### src/rtl/fp_pkg.sv
// Shared floating-point definitions: rounding modes, flag indices, operand classes
// and constructors for special encodings at arbitrary exponent/fraction widths.
package fp_pkg;

  localparam logic [2:0] RM_RNE = 3'b000;
  localparam logic [2:0] RM_RZ  = 3'b001;
  localparam logic [2:0] RM_RD  = 3'b010;
  localparam logic [2:0] RM_RU  = 3'b011;
  localparam logic [2:0] RM_RNA = 3'b100;

  localparam int unsigned NFLAGS  = 5;
  localparam int unsigned FLAG_NX = 0;
  localparam int unsigned FLAG_UF = 1;
  localparam int unsigned FLAG_OF = 2;
  localparam int unsigned FLAG_DZ = 3;
  localparam int unsigned FLAG_NV = 4;

  typedef enum logic [2:0] {
    CLS_ZERO,
    CLS_SUB,
    CLS_NORM,
    CLS_INF,
    CLS_QNAN,
    CLS_SNAN
  } fp_class_e;

  function automatic fp_class_e fp_classify(input logic exp_zero, input logic exp_ones,
                                            input logic frac_nz, input logic frac_msb);
    fp_class_e c;
    if (exp_zero) begin
      c = frac_nz ? CLS_SUB : CLS_ZERO;
    end else if (exp_ones) begin
      if (!frac_nz) c = CLS_INF;
      else          c = frac_msb ? CLS_QNAN : CLS_SNAN;
    end else begin
      c = CLS_NORM;
    end
    return c;
  endfunction

  // Encodings are built in 64 bits; callers narrow to their own width (W <= 64).
  function automatic logic [63:0] fp_qnan(input int unsigned ew, input int unsigned mw);
    logic [63:0] r;
    r = (((64'd1 << ew) - 64'd1) << mw) | (64'd1 << (mw - 1));
    return r;
  endfunction

  function automatic logic [63:0] fp_inf(input int unsigned ew, input int unsigned mw,
                                         input logic sign);
    logic [63:0] r;
    r = (((64'd1 << ew) - 64'd1) << mw) | (64'(sign) << (ew + mw));
    return r;
  endfunction

  function automatic logic [63:0] fp_max_finite(input int unsigned ew, input int unsigned mw,
                                                input logic sign);
    logic [63:0] r;
    r = (((64'd1 << ew) - 64'd2) << mw) | ((64'd1 << mw) - 64'd1) | (64'(sign) << (ew + mw));
    return r;
  endfunction

endpackage

### src/rtl/fp_round_pack.sv
// Final stage of the multiplier: normalise the raw significand product, round,
// detect overflow/underflow (flush-to-zero) and pack the result.
module fp_round_pack
  import fp_pkg::*;
#(
  parameter int unsigned EW = 8,
  parameter int unsigned MW = 23,
  localparam int unsigned W  = 1 + EW + MW,
  localparam int unsigned PW = 2 * (MW + 1),
  localparam int unsigned XW = EW + 2
) (
  input  logic                 sign_i,
  input  logic signed [XW-1:0] exp_i,
  input  logic [PW-1:0]        prod_i,
  input  logic [2:0]           rm_i,
  output logic [W-1:0]         res_c_o,
  output logic [NFLAGS-1:0]    flags_c_o
);

  localparam int unsigned MANW = MW + 1;

  logic [PW-1:0]        norm;
  logic [MANW-1:0]      mant;
  logic [MANW:0]        mant_r;
  logic                 g, t, up, carry, uf, of;
  logic signed [XW-1:0] exp_n, exp_r;
  logic [MW-1:0]        frac;

  // A product in [2,4) is shifted down one place; in [1,2) it is already normal.
  always_comb begin
    norm  = prod_i[PW-1] ? prod_i : (prod_i << 1);
    mant  = norm[PW-1 -: MANW];
    g     = norm[PW-1-MANW];
    t     = |norm[PW-2-MANW:0];
    exp_n = exp_i + $signed(XW'(prod_i[PW-1]));
  end

  always_comb begin
    up = 1'b0;
    case (rm_i)
      RM_RZ:   up = 1'b0;
      RM_RD:   up = sign_i & (g | t);
      RM_RU:   up = ~sign_i & (g | t);
      RM_RNA:  up = g;
      default: up = g & (t | mant[0]);
    endcase
  end

  always_comb begin
    mant_r = {1'b0, mant} + (MANW + 1)'(up);
    carry  = mant_r[MANW];
    exp_r  = exp_n + $signed(XW'(carry));
    frac   = carry ? '0 : mant_r[MW-1:0];
    uf     = exp_n < $signed(XW'(1));
    of     = exp_r >= $signed(XW'((1 << EW) - 1));
  end

  always_comb begin
    res_c_o            = {sign_i, exp_r[EW-1:0], frac};
    flags_c_o          = '0;
    flags_c_o[FLAG_DZ] = 1'b0;
    flags_c_o[FLAG_NX] = g | t;
    if (uf) begin
      res_c_o            = {sign_i, (W - 1)'(0)};
      flags_c_o[FLAG_UF] = 1'b1;
      flags_c_o[FLAG_NX] = 1'b1;
    end else if (of) begin
      flags_c_o[FLAG_OF] = 1'b1;
      flags_c_o[FLAG_NX] = 1'b1;
      case (rm_i)
        RM_RZ:   res_c_o = W'(fp_max_finite(EW, MW, sign_i));
        RM_RD:   res_c_o = sign_i ? W'(fp_inf(EW, MW, 1'b1)) : W'(fp_max_finite(EW, MW, 1'b0));
        RM_RU:   res_c_o = sign_i ? W'(fp_max_finite(EW, MW, 1'b1)) : W'(fp_inf(EW, MW, 1'b0));
        default: res_c_o = W'(fp_inf(EW, MW, sign_i));
      endcase
    end
  end

endmodule

### src/rtl/fp_mul_pipe.sv
// Three-stage IEEE-754 multiplier (decode/special, multiply, round/pack) with a
// single shared advance so the whole pipe holds under output backpressure.
module fp_mul_pipe
  import fp_pkg::*;
#(
  parameter int unsigned EW   = 8,
  parameter int unsigned MW   = 23,
  parameter int unsigned TAGW = 4,
  localparam int unsigned W   = 1 + EW + MW
) (
  input  logic              clk,
  input  logic              rst,
  input  logic              in_valid,
  output logic              in_ready,
  input  logic [W-1:0]      in_a,
  input  logic [W-1:0]      in_b,
  input  logic [2:0]        in_rm,
  input  logic [TAGW-1:0]   in_tag,
  output logic              out_valid,
  input  logic              out_ready,
  output logic [W-1:0]      out_res,
  output logic [TAGW-1:0]   out_tag,
  output logic [NFLAGS-1:0] out_flags
);

  localparam int unsigned MANW = MW + 1;
  localparam int unsigned PW   = 2 * MANW;
  localparam int unsigned XW   = EW + 2;
  localparam int unsigned BIAS = (1 << (EW - 1)) - 1;

  logic adv;

  logic sa, sb, sign_d;
  logic [EW-1:0] ea, eb;
  logic [MW-1:0] fa, fb;
  fp_class_e ca, cb;
  logic a_nan, b_nan, a_inf, b_inf, a_zero, b_zero, any_snan;
  logic spec_d, nv_d;
  logic [W-1:0] spec_res_d;
  logic [2:0] rm_d;

  logic              s1_vld_q, s1_sign_q, s1_spec_q, s1_nv_q;
  logic [TAGW-1:0]   s1_tag_q;
  logic [2:0]        s1_rm_q;
  logic [W-1:0]      s1_spec_res_q;
  logic [EW-1:0]     s1_ea_q, s1_eb_q;
  logic [MANW-1:0]   s1_ma_q, s1_mb_q;

  logic [PW-1:0]        prod_d;
  logic signed [XW-1:0] exp_d;

  logic                 s2_vld_q, s2_sign_q, s2_spec_q, s2_nv_q;
  logic [TAGW-1:0]      s2_tag_q;
  logic [2:0]           s2_rm_q;
  logic [W-1:0]         s2_spec_res_q;
  logic [PW-1:0]        s2_prod_q;
  logic signed [XW-1:0] s2_exp_q;

  logic [W-1:0]      rp_res, res_d;
  logic [NFLAGS-1:0] rp_flags, flags_d;

  logic              out_valid_q;
  logic [W-1:0]      out_res_q;
  logic [TAGW-1:0]   out_tag_q;
  logic [NFLAGS-1:0] out_flags_q;

  assign adv       = out_ready | ~out_valid_q;
  assign in_ready  = adv;
  assign out_valid = out_valid_q;
  assign out_res   = out_res_q;
  assign out_tag   = out_tag_q;
  assign out_flags = out_flags_q;

  // Stage 1: classify operands (subnormals read as zero) and resolve specials.
  assign {sa, ea, fa} = in_a;
  assign {sb, eb, fb} = in_b;
  assign sign_d = sa ^ sb;
  assign ca = fp_classify(ea == '0, &ea, |fa, fa[MW-1]);
  assign cb = fp_classify(eb == '0, &eb, |fb, fb[MW-1]);
  assign rm_d = (in_rm > RM_RNA) ? RM_RNE : in_rm;

  always_comb begin
    a_nan      = (ca == CLS_QNAN) || (ca == CLS_SNAN);
    b_nan      = (cb == CLS_QNAN) || (cb == CLS_SNAN);
    a_inf      = ca == CLS_INF;
    b_inf      = cb == CLS_INF;
    a_zero     = (ca == CLS_ZERO) || (ca == CLS_SUB);
    b_zero     = (cb == CLS_ZERO) || (cb == CLS_SUB);
    any_snan   = (ca == CLS_SNAN) || (cb == CLS_SNAN);
    spec_d     = 1'b1;
    nv_d       = 1'b0;
    spec_res_d = '0;
    if (a_nan || b_nan) begin
      spec_res_d = W'(fp_qnan(EW, MW));
      nv_d       = any_snan;
    end else if ((a_inf && b_zero) || (b_inf && a_zero)) begin
      spec_res_d = W'(fp_qnan(EW, MW));
      nv_d       = 1'b1;
    end else if (a_inf || b_inf) begin
      spec_res_d = W'(fp_inf(EW, MW, sign_d));
    end else if (a_zero || b_zero) begin
      spec_res_d = {sign_d, (W - 1)'(0)};
    end else begin
      spec_d = 1'b0;
    end
  end

  // Stage 2: full-width significand product and signed biased exponent sum.
  assign prod_d = PW'(s1_ma_q) * PW'(s1_mb_q);
  assign exp_d  = $signed(XW'(s1_ea_q) + XW'(s1_eb_q) - XW'(BIAS));

  // Stage 3: round/pack, with special results bypassing the arithmetic.
  fp_round_pack #(
    .EW (EW),
    .MW (MW)
  ) u_round_pack (
    .sign_i    (s2_sign_q),
    .exp_i     (s2_exp_q),
    .prod_i    (s2_prod_q),
    .rm_i      (s2_rm_q),
    .res_c_o   (rp_res),
    .flags_c_o (rp_flags)
  );

  always_comb begin
    res_d   = rp_res;
    flags_d = rp_flags;
    if (s2_spec_q) begin
      res_d            = s2_spec_res_q;
      flags_d          = '0;
      flags_d[FLAG_NV] = s2_nv_q;
    end
  end

  always_ff @(posedge clk or negedge rst) begin
    if (!rst) begin
      s1_vld_q      <= 1'b0;
      s1_sign_q     <= 1'b0;
      s1_spec_q     <= 1'b0;
      s1_nv_q       <= 1'b0;
      s1_tag_q      <= '0;
      s1_rm_q       <= '0;
      s1_spec_res_q <= '0;
      s1_ea_q       <= '0;
      s1_eb_q       <= '0;
      s1_ma_q       <= '0;
      s1_mb_q       <= '0;
      s2_vld_q      <= 1'b0;
      s2_sign_q     <= 1'b0;
      s2_spec_q     <= 1'b0;
      s2_nv_q       <= 1'b0;
      s2_tag_q      <= '0;
      s2_rm_q       <= '0;
      s2_spec_res_q <= '0;
      s2_prod_q     <= '0;
      s2_exp_q      <= '0;
      out_valid_q   <= 1'b0;
      out_res_q     <= '0;
      out_tag_q     <= '0;
      out_flags_q   <= '0;
    end else if (adv) begin
      s1_vld_q      <= in_valid;
      s1_sign_q     <= sign_d;
      s1_spec_q     <= spec_d;
      s1_nv_q       <= nv_d;
      s1_tag_q      <= in_tag;
      s1_rm_q       <= rm_d;
      s1_spec_res_q <= spec_res_d;
      s1_ea_q       <= ea;
      s1_eb_q       <= eb;
      s1_ma_q       <= {1'b1, fa};
      s1_mb_q       <= {1'b1, fb};
      s2_vld_q      <= s1_vld_q;
      s2_sign_q     <= s1_sign_q;
      s2_spec_q     <= s1_spec_q;
      s2_nv_q       <= s1_nv_q;
      s2_tag_q      <= s1_tag_q;
      s2_rm_q       <= s1_rm_q;
      s2_spec_res_q <= s1_spec_res_q;
      s2_prod_q     <= prod_d;
      s2_exp_q      <= exp_d;
      out_valid_q   <= s2_vld_q;
      out_res_q     <= res_d;
      out_tag_q     <= s2_tag_q;
      out_flags_q   <= flags_d;
    end
  end

endmodule

### config.mk
export PLATFORM = sky130hd
export DESIGN_NAME = fp_mul_pipe
export DESIGN_NICKNAME = d
export VERILOG_FILES = /design/src/rtl/fp_pkg.sv /design/src/rtl/fp_round_pack.sv /design/src/rtl/fp_mul_pipe.sv
export SDC_FILE = /design/constraint.sdc
export NUM_CORES = 2
export LEC_CHECK = 0
export ABC_AREA = 1
export CAP_MARGIN = 20
export CORE_AREA = 2 2 270 272
export CTS_CLUSTER_SIZE = 16
export DETAILED_ROUTE_END_ITERATION = 12
export DIE_AREA = 0 0 272 274
export PLACE_DENSITY = 0.6
export SETUP_SLACK_MARGIN = 0.05
export SKIP_CTS_REPAIR_TIMING = 1
export SYNTH_ARGS = -nofsm -noshare
export SYNTH_HDL_FRONTEND = slang
export SYNTH_SLANG_ARGS = --single-unit
### constraint.sdc
create_clock -name clk -period 7.15 [get_ports clk]
set_input_delay 1.0725 -clock clk [delete_from_list [all_inputs] [get_ports clk]]
set_output_delay 1.0725 -clock clk [all_outputs]
set_load 0.01 [all_outputs]
== Word-level counts from Yosys, hierarchy flattened ==
Index checks and enable logic that the tools add are counted.
W data, S select, Z words.
Storage, ports and cells
  input port bits: 75
  register bits after elaboration: 250
  bits in writable memories: 0
  bits in latches: 0
  output and inout port bits: 43
  memory bits (read-only): 0
  memories kept: 0
Operators by class
  shift-type cells: 0
  multiplexer cells: 36
  reduce and logical (&&, ||, !) cells: 20
  bitwise gates (word level): 9
  order comparisons: 3
  multipliers: 1
  div/mod/pow operators: 0
  add/subtract/negate cells: 5
  equal/unequal tests: 12
Operators with widths (count)
  $mux W32: 9
  $pmux W32 S3: 1
  $reduce_or A23 Y1: 3
  $mul A24 B24 Y48: 1
  $mux W48: 1
  $add A24 B1 Y25: 1
  $mux W23: 1
  $mux W3: 7
  $add A10 B2 Y10: 2
  $logic_not A8 Y1: 2
  $reduce_and A8 Y1: 2
  $eq A3 B3 Y1 const B: 5
  $mux W1: 15
  $eq A3 B2 Y1 const B: 4
  $ge A10 B9 Y1 const B: 1
  $lt A10 B2 Y1 const B: 1
  $sub A9 B7 Y10 const B: 1
  $add A8 B8 Y9: 1
  $eq A3 B1 Y1 const B: 3
  $logic_or A1 B1 Y1: 9
  $logic_not A3 Y1: 2
  $mux W5: 1
  $pmux W1 S4: 1
  $and A1 B1 Y1: 3
  other kinds (5): 9

== Logic depth before layout (Yosys ltp) ==
  depth in word-level cells: 11
  depth in mapped cells: 37
  mapped depth without buffers: 36

== Modules after synthesis ==
A second synthesis with hierarchy kept.
Second synthesis, totals
  cells, all modules: 4227
  area, all modules: 30661.9 µm²
Modules (own cells, without submodules)
  fp_mul_pipe: times used 1, sequential area each 4779.6 µm², area each 28532.4 µm², cells an instance 3792
  fp_round_pack: times used 1, sequential area each 0.0 µm², area each 2129.5 µm², cells an instance 435

== Worst setup path before layout ==
No wires, ideal clock.
  kind: register to register
  from: register s1_mb_q[3]
  to: register s2_prod_q[33]
  stages on the path, launching flop included: 27
  buffers on the path: 2
  arrival time: 6.106 ns
  required time: 7.020 ns
  setup slack: 0.914 ns
  cell sequence: dfrtp_1 clkbuf_1 clkbuf_1 nand2_1 fa_1 inv_1 fa_1 inv_1 fa_1 inv_1 fa_1 inv_1 fa_1 inv_1 fa_1 inv_1 fa_1 inv_1 ha_1 a21oi_1 o21ai_0 o21ai_0 nand3_1 a21o_1 or2_0 nand3_1 o21ai_0
Between the ends
  longest elaborated chain between the ends: 1
RTL lines
  from (decl): RTL line fp_mul_pipe.sv:47  | logic [MANW-1:0] s1_ma_q, s1_mb_q;
  from (signal assigned): RTL line fp_mul_pipe.sv:172  | s1_mb_q <= {1'b1, fb};
  $mul A24 B24 Y48: RTL line fp_mul_pipe.sv:109  | assign prod_d = PW'(s1_ma_q) * PW'(s1_mb_q);
  to (signal assigned): RTL line fp_mul_pipe.sv:180  | s2_prod_q <= prod_d;
  to (decl): RTL line fp_mul_pipe.sv:56  | logic [PW-1:0] s2_prod_q;
Every way passes these cells.
A chain may end at the register's enable or synchronous reset.

== Final worst setup path ==
  from: register s1_mb_q[18]
  to: register s2_prod_q[40]
The elaborated chain is that of the path after synthesis.

==> impl_metrics.csv <==
group,metric,value,unit
die,die_area,0.0745,mm²
drt,detail_route.wl_per_cell,16.1,µm
drt,dr.pass1.iters,5,
cells_and_area,final_nets,4734,
sta,rsz0062_at_grt,"true",
critical_path,cp_max_fo,15,
sta,period_needed,6.86,ns
yosys,synth_cells,3946,
drt,drcViolationCount,0,
critical_path,worst_setup_path_end_kind,"flop",
sta,setup_viol,0,
grt,grt_pass1_vias,24700,
cells_and_area,final_common_cell,"nand2_1",
yosys,netlist.top_cell.by_area,"fa_1",
cts,cts.clk_slew.worst_paths,0.09,ns
cts,h-tree-depth,4,
sta,report.final.hold_viol_count,0,
grt,grt_usage,22.3,%
grt,met1_usage,29.8,%
grt,antenna_found_initial,0,
yosys,post_synth.cell_area_avg,7.54,µm²
cts,clock_latency,0.51,ns
cells_and_area,antennaDiodeCount,0,
sta,worst_pin_slew,0.933,ns
cts,clock_path_buffers,2,
cts,root_buffer,"clkbuf_16",
yosys,ys_seq_area_share,16.0,%
min_path,hold_class,"flop to flop",
yosys,synth_top_cell_area_share,32.5,%
sta,max_freq,146,MHz
job,maxCapViolCount,0,
yosys,synth_area,0.0298,mm²
sta,max-slew-margin-rel,37.8,%
critical_path,rrSetupSlack,0.29,ns
place,place_congestion,0.920,
place,portBuffers,116,
place,dp_cells,4918,
cells_and_area,final_cells,4952,
critical_path,worst_ep_arrival_time,7.20,ns
grt,overflow,0,
yosys,synth_nets,4700,
die,die_w,272,µm
grt,grt.met3_usage,3.99,%
die,io_pins,118,
drt,vias_per_cell,4.83,
cells_and_area,drive_above_1_share,5.66,%
drt,drt_wl_total,79500,µm
yosys,ys_ff_latch,190,
cts,cts_sinks,190,
cells_and_area,synthToLayoutAreaGrowth,10.2,%
cts,numCtsBuffers,17,
yosys,synth_cell_types,55,
grt,grt-busiest-layer,"met2",
cts,cts_tree,"yes",
critical_path,cp-start-kind,"flop",
cells_and_area,nFillCells,7296,
run_status,outcome,"finished clean",
die,initial_core_util,41.4,%
sta,min_period_over_period,95.9,%
drt,drtIter0Drc,1695,
grt,grt_pass1_wl,131000,µm
yosys,synthTopCellsByArea,"fa_1, dfrtp_1, nand2_1, inv_1, ha_1",
sta,fin_skew,0.0254,ns
grt,grt_start_max_net_pins,216,
cells_and_area,layout_common_cells,"nand2_1, inv_1, fa_1",
place,dp_hpwl,66200,µm
die,die_h,274,µm
critical_path,critical_path_class,"flop to flop",
sta,setup_tns,0,ns
drt,num_vias,23900,
critical_path,cp_data_required_time,7.49,ns
yosys,ys_warn_count,0,
sta,slew_viol_final,0,
grt,met2_usage,37.6,%
die,core_area,0.0720,mm²
drt,drtAntennaViolNets,0,
die,std_cell_rows,99,
## final timing paths
check | endpoint | cells after the start | startpoint
max in group asynchronous | s1_mb_q[11] | 2 | rst
setup reg to reg | s2_prod_q[40] | 21 | s1_mb_q[18]
hold / removal | out_tag[2] | 2 | s2_tag_q[2]
min in group asynchronous | out_res[30] | 1 | rst
hold reg to reg | out_tag[2] | 2 | s2_tag_q[2]
setup / recovery | s2_prod_q[40] | 21 | s1_mb_q[18]
## cells by family (layout without fill, tap and decap cells)
| kind of cell | after synthesis | in the layout | share of synthesized area [%] |
|---|---|---|---|
| other | 1 | 1 | 0.0126 |
| multiplexers | 1 | 1 | 0.0378 |
| adder cells (fa/ha/maj) | 679 | 679 | 40.7 |
| AO/OA/AOI/OAI | 314 | 314 | 5.87 |
| XOR/XNOR | 44 | 44 | 1.29 |
| AND/OR/NAND/NOR | 1469 | 1469 | 20.2 |
| buffers and inverters | 1248 | 1295 | 15.9 |
| flip-flops | 190 | 190 | 16.0 |
## state kept, by name (all words and copies together) (netlist names), 3 cells and up
signal / cells
out_flags: 4
out_res: 32
out_tag: 4
s1_ea_q: 8
s1_eb_q: 8
s1_ma_q: 24
s1_mb_q: 23
s1_rm_q: 3
s1_spec_res_q: 3
s1_tag_q: 4
s2_exp_q: 10
s2_prod_q: 48
s2_rm_q: 3
s2_spec_res_q: 3
s2_tag_q: 4
## cell type report
class | count | area [µm²] | area share [%]
sequential | 190 | 4790 | 14.6
timing repair buffer | 206 | 1900 | 5.80
multi-input combinational | 2508 | 20300 | 61.9
clock buffer | 17 | 425 | 1.30
inverter | 1057 | 3970 | 12.1
tap | 959 | 1200 | 3.66
clock inverter | 15 | 220 | 0.671
## worst max-delay path, stage by stage, from the launching register on
cell     delay [ns]
dfrtp_1        0.78
nand2_1        0.17
fa_1           0.57
inv_1          0.06
fa_1           0.57
fa_1           0.46
fa_1           0.55
fa_1           0.43
fa_1           0.51
inv_1          0.06
fa_1           0.48
inv_1          0.04
ha_1           0.36
nand2_1        0.09
nand2_1        0.07
a31oi_1        0.24
o21ai_0        0.19
a31oi_1        0.28
nand3_1        0.25
or2_2          0.33
nand3_1        0.08
o21ai_0        0.11
## per-stage QoR
stage                     utilization (%)  cell area [µm²]  hold WS [ns]  worst slack (ns)
after floorplan                         -            29800         0.420             0.914
after global placement               44.6            32100         0.455             0.140
after detailed placement             44.6            32100         0.453            0.0997
after CTS                            45.5            32800         0.473            0.0655
after global routing                 45.6            32800         0.506            0.0408
final                                45.6            32800         0.469             0.291
## synthesized netlist by cell type (all sizes together)
| cell | instances |
|---|---|
| a2111oi | 1 |
| a211oi | 2 |
| a21boi | 5 |
| a21o | 8 |
| a21oi | 64 |
| a31oi | 18 |
| and2 | 3 |
| and3 | 4 |
| buf | 17 |
| clkbuf | 174 |
| clkinv | 1 |
| conb | 1 |
| dfrtp | 190 |
| fa | 483 |
| ha | 196 |
| inv | 1056 |
| mux2 | 1 |
| nand2 | 1089 |
| nand3 | 91 |
| nand3b | 4 |
| nand4 | 36 |
| nor2 | 188 |
| nor3 | 23 |
| nor3b | 2 |
| nor4 | 12 |
| o211ai | 1 |
| o21a | 7 |
| o21ai | 190 |
| o21bai | 7 |
| o221ai | 2 |
| o22a | 1 |
| o22ai | 2 |
| o31ai | 5 |
| o41ai | 1 |
| or2 | 17 |
| xnor2 | 15 |
| xor2 | 29 |
## per-layer routing
| metal | wire length [µm] | up-vias | part of all wire, % |
|---|---|---|---|
| li1 | - | 11500 | - |
| met1 | 35100 | 11800 | 44 |
| met2 | 38300 | 526 | 48 |
| met3 | 4260 | 114 | 5.4 |
| met4 | 1880 | 0 | 2.4 |
| met5 | 0 | - | 0 |
Power is not shown: default switching activity piles up to over one toggle a cycle in this logic, so the estimate is an artifact.
